--- src/rtl/nbcac_11di_seq_encoder.sv ---
// Multi-cycle 11-bit -> 16-bit NBCAC encoder. One shared compare/subtract stage
// resolves one codeword bit per clock, with valid/ready handshakes on both sides.
module nbcac_11di_seq_encoder (
    input  logic        clk,
    input  logic        rst_n,
    input  logic        in_valid,
    output logic        in_ready,
    input  logic [10:0] in_data,
    output logic        out_valid,
    input  logic        out_ready,
    output logic [15:0] out_code,
    output logic        busy
);

    localparam int unsigned DATA_W = 11;
    localparam int unsigned CODE_W = 16;
    localparam int unsigned IDX_W  = 4;
    localparam int unsigned SUM_W  = 12;

    typedef enum logic [1:0] {
        ST_IDLE = 2'd0,
        ST_RUN  = 2'd1,
        ST_DONE = 2'd2
    } state_t;

    // Weight s_k by stage index; index 0 is stage 16 (the 4-bit index wraps after 15).
    function automatic logic [DATA_W-1:0] weight(input logic [IDX_W-1:0] idx);
        logic [DATA_W-1:0] w;
        case (idx)
            4'd1:    w = DATA_W'(1);
            4'd2:    w = DATA_W'(1220);
            4'd3:    w = DATA_W'(754);
            4'd4:    w = DATA_W'(466);
            4'd5:    w = DATA_W'(288);
            4'd6:    w = DATA_W'(178);
            4'd7:    w = DATA_W'(110);
            4'd8:    w = DATA_W'(68);
            4'd9:    w = DATA_W'(42);
            4'd10:   w = DATA_W'(26);
            4'd11:   w = DATA_W'(16);
            4'd12:   w = DATA_W'(10);
            4'd13:   w = DATA_W'(6);
            4'd14:   w = DATA_W'(4);
            default: w = DATA_W'(2);
        endcase
        return w;
    endfunction

    state_t              state_q, state_d;
    logic [IDX_W-1:0]    k_q, k_d;
    logic [DATA_W-1:0]   r_q, r_d;
    logic [CODE_W-1:0]   code_q, code_d;
    logic                prev_q, prev_d;
    logic [CODE_W-1:0]   out_code_q, out_code_d;
    logic                out_valid_q, out_valid_d;
    logic                busy_q, busy_d;

    logic                accept_c;
    logic [DATA_W-1:0]   s_cur_c;
    logic [DATA_W-1:0]   s_nxt_c;
    logic [SUM_W-1:0]    thr_c;
    logic                d_bit_c;

    assign in_ready  = (state_q == ST_IDLE) || ((state_q == ST_DONE) && out_ready);
    assign accept_c  = in_valid && in_ready;
    assign out_valid = out_valid_q;
    assign out_code  = out_code_q;
    assign busy      = busy_q;

    // Shared compare stage: threshold s_k + s_{k+1} in 12 bits, hysteresis band keeps prev.
    always_comb begin
        s_cur_c = weight(k_q);
        s_nxt_c = weight(k_q + IDX_W'(1));
        thr_c   = SUM_W'(s_cur_c) + SUM_W'(s_nxt_c);
        d_bit_c = prev_q;
        if (k_q == '0) begin
            d_bit_c = (r_q != '0);
        end else if (SUM_W'(r_q) >= thr_c) begin
            d_bit_c = 1'b1;
        end else if (r_q < s_cur_c) begin
            d_bit_c = 1'b0;
        end
    end

    // Next-state and datapath update
    always_comb begin
        state_d    = state_q;
        k_d        = k_q;
        r_d        = r_q;
        code_d     = code_q;
        prev_d     = prev_q;
        out_code_d = out_code_q;

        case (state_q)
            ST_IDLE: begin
                if (accept_c) begin
                    state_d = ST_RUN;
                end
            end
            ST_RUN: begin
                code_d[k_q - IDX_W'(1)] = d_bit_c;
                prev_d = d_bit_c;
                r_d    = r_q - (d_bit_c ? s_cur_c : DATA_W'(0));
                k_d    = k_q + IDX_W'(1);
                if (k_q == '0) begin
                    state_d    = ST_DONE;
                    k_d        = IDX_W'(2);
                    out_code_d = code_d;
                end
            end
            ST_DONE: begin
                if (out_ready) begin
                    state_d = accept_c ? ST_RUN : ST_IDLE;
                end
            end
            default: begin
                state_d = ST_IDLE;
            end
        endcase

        // A new word seeds d1 directly; the remaining residual is always even.
        if (accept_c) begin
            code_d = {{(CODE_W-1){1'b0}}, in_data[0]};
            prev_d = in_data[0];
            r_d    = in_data - {{(DATA_W-1){1'b0}}, in_data[0]};
            k_d    = IDX_W'(2);
        end

        out_valid_d = (state_d == ST_DONE);
        busy_d      = (state_d == ST_RUN);
    end

    always_ff @(posedge clk) begin
        if (!rst_n) begin
            state_q     <= ST_IDLE;
            k_q         <= IDX_W'(2);
            r_q         <= '0;
            code_q      <= '0;
            prev_q      <= 1'b0;
            out_code_q  <= '0;
            out_valid_q <= 1'b0;
            busy_q      <= 1'b0;
        end else begin
            state_q     <= state_d;
            k_q         <= k_d;
            r_q         <= r_d;
            code_q      <= code_d;
            prev_q      <= prev_d;
            out_code_q  <= out_code_d;
            out_valid_q <= out_valid_d;
            busy_q      <= busy_d;
        end
    end

endmodule
--- config.mk ---
export PLATFORM = sky130hd
export DESIGN_NAME = nbcac_11di_seq_encoder
export DESIGN_NICKNAME = d
export VERILOG_FILES = /design/src/rtl/nbcac_11di_seq_encoder.sv
export SDC_FILE = /design/constraint.sdc
export NUM_CORES = 1
export LEC_CHECK = 0
export CAP_MARGIN = 20
export CORE_UTILIZATION = 32
export DETAILED_ROUTE_END_ITERATION = 16
export PLACE_DENSITY = 0.55
export SLEW_MARGIN = 20
export SYNTH_ARGS = -nofsm -noshare
export SYNTH_HDL_FRONTEND = slang
export SYNTH_SLANG_ARGS = --single-unit
--- constraint.sdc ---
create_clock -name clk -period 6.7 [get_ports clk]
set_input_delay 0.67 -clock clk [delete_from_list [all_inputs] [get_ports clk]]
set_output_delay 0.67 -clock clk [all_outputs]
set_load 0.02 [all_outputs]
Yosys cells after proc, flatten, opt, wreduce, memory -nomap -nowiden
Memories as Yosys holds them, arrays and structs flattened. A register that Yosys moved wholly into a read port is not among the register bits. Cells that the tools add are included. W data, S select, Z words.

Flip-flop bits (word level): 52. ROM bits: 352. Bits of input ports: 15. Output and inout bits: 19. Memories: 2.

Memories: (no name shown) (words 16, bits a word 11, rd ports 1, clocked after Yosys merged registers in 1, wr ports 0, RTL line 29) `case (idx)`; (no name shown) (words 16, bits a word 11, rd ports 1, clocked after Yosys merged registers in 0, wr ports 0, RTL line 29).

Add/sub/neg operators: 5. Magnitude comparators: 4. Equality and inequality tests: 4. Muxes and demuxes: 21. Bitwise operators: 1. Reductions and logical operators: 10.

Operators with widths (count): $mux W11 (3); $bwmux W16 (1); $add A11 B11 Y12 (1); $ge A11 B12 Y1 (1); $mux W4 (3); $lt A11 B11 Y1 (1); $reduce_bool A11 Y1 (1); $sub A11 B1 Y11 (1); $sub A11 B11 Y11 (1); $mux W1 (9); $mux W2 (3); $pmux W2 S3 (1); $lt A4 B5 Y1 const B (1); $add A4 B1 Y4 const B (1); $demux W1 S4 (1); $eq A2 B1 Y1 const B (2); $eq A2 B2 Y1 const B (2); $ge A4 B1 Y1 const B (1); $logic_not A4 Y1 (1); $sub A4 B1 Y4 const B (1); $logic_and A1 B1 Y1 (3); $logic_not A2 Y1 (1); $reduce_and A2 Y1 (1); $reduce_bool A2 Y1 (1); other kinds (3) (3).

Depth between registers and ports, before layout
An unclocked memory read counts as a cell.

Depth in word-level cells: 10. Gate-level depth with buffers: 31.

Least setup slack after synthesis
No wires, ideal clock.

Kind: register -> register. From: reg k_q[0]. To: reg r_q[5]. Setup time: 0.117 ns. Arrival: 5.767 ns. Slack: 0.815 ns. Cell stages (with the launch flop): 29. Period minus slack after synthesis: 5.885 ns. Path through: dfxtp_1 buf_2 inv_1 ha_1 clkbuf_1 nand2_1 maj3_1 o21ai_0 ha_1 o21a_1 o21a_1 o22ai_1 o21bai_1 a21oi_1 xor2_1 ha_1 a21o_1 a2111oi_2 a2111oi_4 a22oi_4 buf_6 nand2b_1 ha_1 nor2b_1 o21a_1 o21ai_1 a21boi_0 or3_1 a32o_1.

Word-level cells in the longest chain between the ends: 10. Elaborated cells between the ends (all ways): 11. Classes of those cells: add/sub: 3; order compare: 1; mux: 5; reduce/logical: 1; memory: 1.

RTL lines: start, declared (RTL line 50) `logic [IDX_W-1:0] k_q, k_d;`; start signal, assigned (RTL line 145) `k_q <= k_d;`; $add A4 B1 Y4 (RTL line 73) `s_nxt_c = weight(k_q + IDX_W'(1));`; $mem_v2 Z16 W11; $add A11 B11 Y12 (RTL line 74) `thr_c = SUM_W'(s_cur_c) + SUM_W'(s_nxt_c);`; $ge A11 B12 Y1 (RTL line 78) `end else if (SUM_W'(r_q) >= thr_c) begin`; $mux W1 (RTL line 78); $mux W1 (*) (RTL line 76) `if (k_q == '0) begin`; $mux W11 (*) (RTL line 103) `r_d = r_q - (d_bit_c ? s_cur_c : DATA_W'(0));`; $sub A11 B11 Y11 (*) (RTL line 103); $mux W11 (*) (RTL line 94) `case (state_q)`; $mux W11 (*) (RTL line 122) `if (accept_c) begin`; end signal, assigned (RTL line 146) `r_q <= r_d;`; end, declared (RTL line 51) `logic [DATA_W-1:0] r_q, r_d;`.

Every way passes the cells marked *; elsewhere a longest branch is shown, timed or not. The select of a mux whose other input is x is not followed. A chain may end at the register's enable or synchronous reset.

Final worst setup path
From: reg k_q[0]. To: reg r_q[10].

The elaborated chain is that of the path after synthesis.

==> results.cfg <==
[timing]
finalSetupTns_ps = 0
skew_ps = 9.40
setup-violations-final = 0
period_minus_slack_ps = 6220
rsz0062_at_grt = no
relSlewSlack_pct = 46.6
drv_slew = 0
tightestPinTransition_ps = 799
finalHoldViolations = 0
period_share_pct = 92.8
fmax_mhz = 161

[synth]
syn_nets = 663
ys_seq_elements = 63
yosysMostFrequentCell = dfxtp_1
synth-adder-area-share_pct = 15.2
syn_inst = 591
synthMuxAreaShare_pct = 2.58
synth_area_leader_cell = dfxtp_1
async_reset_ff_share_pct = 0
syn_area_per_cell_um2 = 8.19
synth_edf_count = 0
yosysUniqueCellTypes = 68
synth-xor-area-share_pct = 3.07
synth_flop_cell = dfxtp_1
ys_top_cells_by_count = dfxtp_1, a21oi_1, ha_1
ys_seq_area_share_pct = 26.0
synth_top_family_by_area = compound AO/OA/AOI/OAI gates
yosys.area_share.simple_pct = 20.3
syn_area_mm2 = 0.00484
yosysWarningCount = 0
synth_area_leaders = dfxtp_1, ha_1, a21oi_1, nand2_1, o21ai_0
synth_compound_area_share_pct = 26.8
yosys.area.top_type_share_pct = 26.0

[setup_path]
cp-end-kind = register
crit_path_start_kind = register
cp.required_ps = 6920
rrSetupSlack_ps = 480
crit-reg2reg-launch = k_q[0]$_SDFFE_PP0P_
cp_max_fo = 31
worstPathArrival_ps = 6440
path_class = reg2reg
max_stage_delay_ps = 480
reg2regPathDepth = 26
r2r-end = r_q[10]$_SDFFE_PN0P_
worst-path-buf-inv = 2
crit_slowest_cell = a2111oi_2
cpLargestDelayFamily = compound AO/OA/AOI/OAI gates
worst_path_most_repeated_cell = ha_1

[power]
p_clk_share_pct = 33.8
seq_power_share_pct = 33.5
combPwrFrac_pct = 32.7
leakage_nw = 2.18
internal-power_mw = 0.828
vdd.ir_drop.worst_mv = 0.103
power.density_mw_per_mm2 = 227
netSwitchingFraction_pct = 35.3
p_sw_mw = 0.452

[drt]
drc = 4
wl_mm = 12.9
routed_via_density = 5.40
wl_per_cell_um = 16.0
drt_pass1_iterations = 10
vias = 4356
ant_nets = 0
drt-initial-drc-count = 277

[global_route]
grtUsageTotal_pct = 16.9
grt_pass1_wl_mm = 21.4
grt_overflow_total = 0
antenna_found_initial = 0
grt_pass1_vias = 4216
grt_start_max_net_pins = 32

[clocking]
htree_levels = 3
clk_latency_ps = 330
root_buffer = clkbuf_16
cts.sinks = 63
post_cts_buffers = 0
clockBufferDepth = 2
holdBufCountCts = 0
clk_pin_slew_ps = 60
tritoncts = done
numCtsBuffers = 9

[placement]
dp_hpwl_mm = 9.65
portBuffers = 33
place.gp.congestion = 0.837

[floorplanning]
rows = 44
core_mm2 = 0.0146
ios = 34
start_util_pct = 33.1
die_x_um = 125
fp.dieH_um = 125
fp.dieArea_mm2 = 0.0156

[layout]
fin_util_pct = 38.4
area_growth_syn_to_layout_pct = 16.3
final_layout_size_suffix_gt1_share_pct = 9.49
fin_nets = 689
antenna_cells = 0

[worst_hold_path]
hold_path.class = reg2reg
worstHoldPathCells = 2
hold_start = out_code[11]$_SDFFE_PN0P_
min_delay_worst_endpoint = out_code[11]$_SDFFE_PN0P_

[outcome]
status = finished with violations
violations = DRC

[job]
drv_cap = 0
==> area by class of cell <==
type	count	area, um^2
clock buffer	9	225
clock inverter	7	50.0
fill	1461	9010
inverter	30	113
multi-input combinational	467	3310
sequential	63	1260
tap	184	230
timing repair buffer	46	435
==> worst min-delay path: cells and delay by family (launching register included) <==
kind | cells | cell delay [ps]
flops | 1 | 300
simple gates | 1 | 50
compound gates | 1 | 50
==> registers in the layout, summed over array words and instances, names as in the netlist <==
signal     flops
state_q        2
code_q        16
prev_q         1
out_valid      1
r_q           11
out_code      16
s_cur_c       11
k_q            4
busy           1
==> power by group through the flow <==
stage	sequential (mW)	combinational, mW	clock (mW)
6_report	0.429	0.418	0.433
5_1_grt	0.432	0.471	0.462
4_1_cts	0.428	0.415	0.447
3_5_place_dp	0.436	0.413	0
3_3_place_gp	0.436	0.401	0
2_1_floorplan	0.423	0.327	0
==> metrics by stage <==
| step | instances | setup slack [ps] | area [um^2] | power (mW) | hold WS (ps) |
|---|---|---|---|---|---|
| 6_report | 806 | 479 | 5630 | 1.28 | 453 |
| 5_1_grt | 806 | 5.81 | 5630 | 1.36 | 466 |
| 4_1_cts | 806 | 98.2 | 5600 | 1.29 | 453 |
| 2_1_floorplan | 591 | 815 | 4840 | 0.750 | 445 |
| 3_5_place_dp | 790 | 125 | 5330 | 0.849 | 445 |
| 3_3_place_gp | 790 | 383 | 5330 | 0.838 | 442 |
==> how the worst max path moves through the flow <==
| stage | cells past startpoint | end | start |
|---|---|---|---|
| CTS | 26 | r_q[10]$_SDFFE_PN0P_ | k_q[1]$_SDFFE_PP1P_ |
| global route | 27 | r_q[10]$_SDFFE_PN0P_ | k_q[1]$_SDFFE_PP1P_ |
| finish | 26 | r_q[10]$_SDFFE_PN0P_ | k_q[0]$_SDFFE_PP0P_ |
| detailed placement | 26 | r_q[10]$_SDFFE_PN0P_ | k_q[1]$_SDFFE_PP1P_ |
| global placement | 26 | r_q[10]$_SDFFE_PN0P_ | k_q[1]$_SDFFE_PP1P_ |
| floorplan | 28 | r_q[5]$_SDFFE_PN0P_ | k_q[0]$_SDFFE_PP0P_ |
==> cell families (layout without fill, tap and decap cells) <==
kind of cell | count (synthesis) | count (layout)
muxes | 12 | 12
adders and majority gates | 58 | 58
and+or+nand+nor | 187 | 187
xor gates and xnor gates | 17 | 17
DFF | 63 | 63
AOI/OAI and AO/OA | 193 | 193
buffers and inverters | 61 | 92
==> cells in the final DEF (no fill, tap or decap), drive strengths merged, types with 10 or more instances in the layout <==
master,Yosys,layout
nor3,14,14
o21a,13,13
clkdlybuf4s50,0,33
dfxtp,63,63
nor2,31,31
a22oi,10,10
buf,18,13
inv,30,30
nand2,44,44
nand3,22,22
ha,55,55
a21oi,57,57
a21boi,12,12
o21ai,51,51
nand2b,18,18
nor2b,10,10
and2,18,18
==> metal layers <==
layer / part of all wire (%) / GRT usage [%] / up-vias
met4: 1.1 / 5.74 / 0
met2: 46 / 27.4 / 75
met1: 49 / 23.1 / 2087
li1: - / - / 2186
met3: 3.9 / 1.93 / 8
met5: 0 / 0 / -
==> what timing repair did <==
| action | in CTS | in global routing |
|---|---|---|
| gates resized for setup | 0 | 7 |
| endpoints found under the hold margin | 0 | 0 |
| endpoints found under the setup margin | 0 | 6 |
No activity file was read; power rests on OpenSTA's default activity.
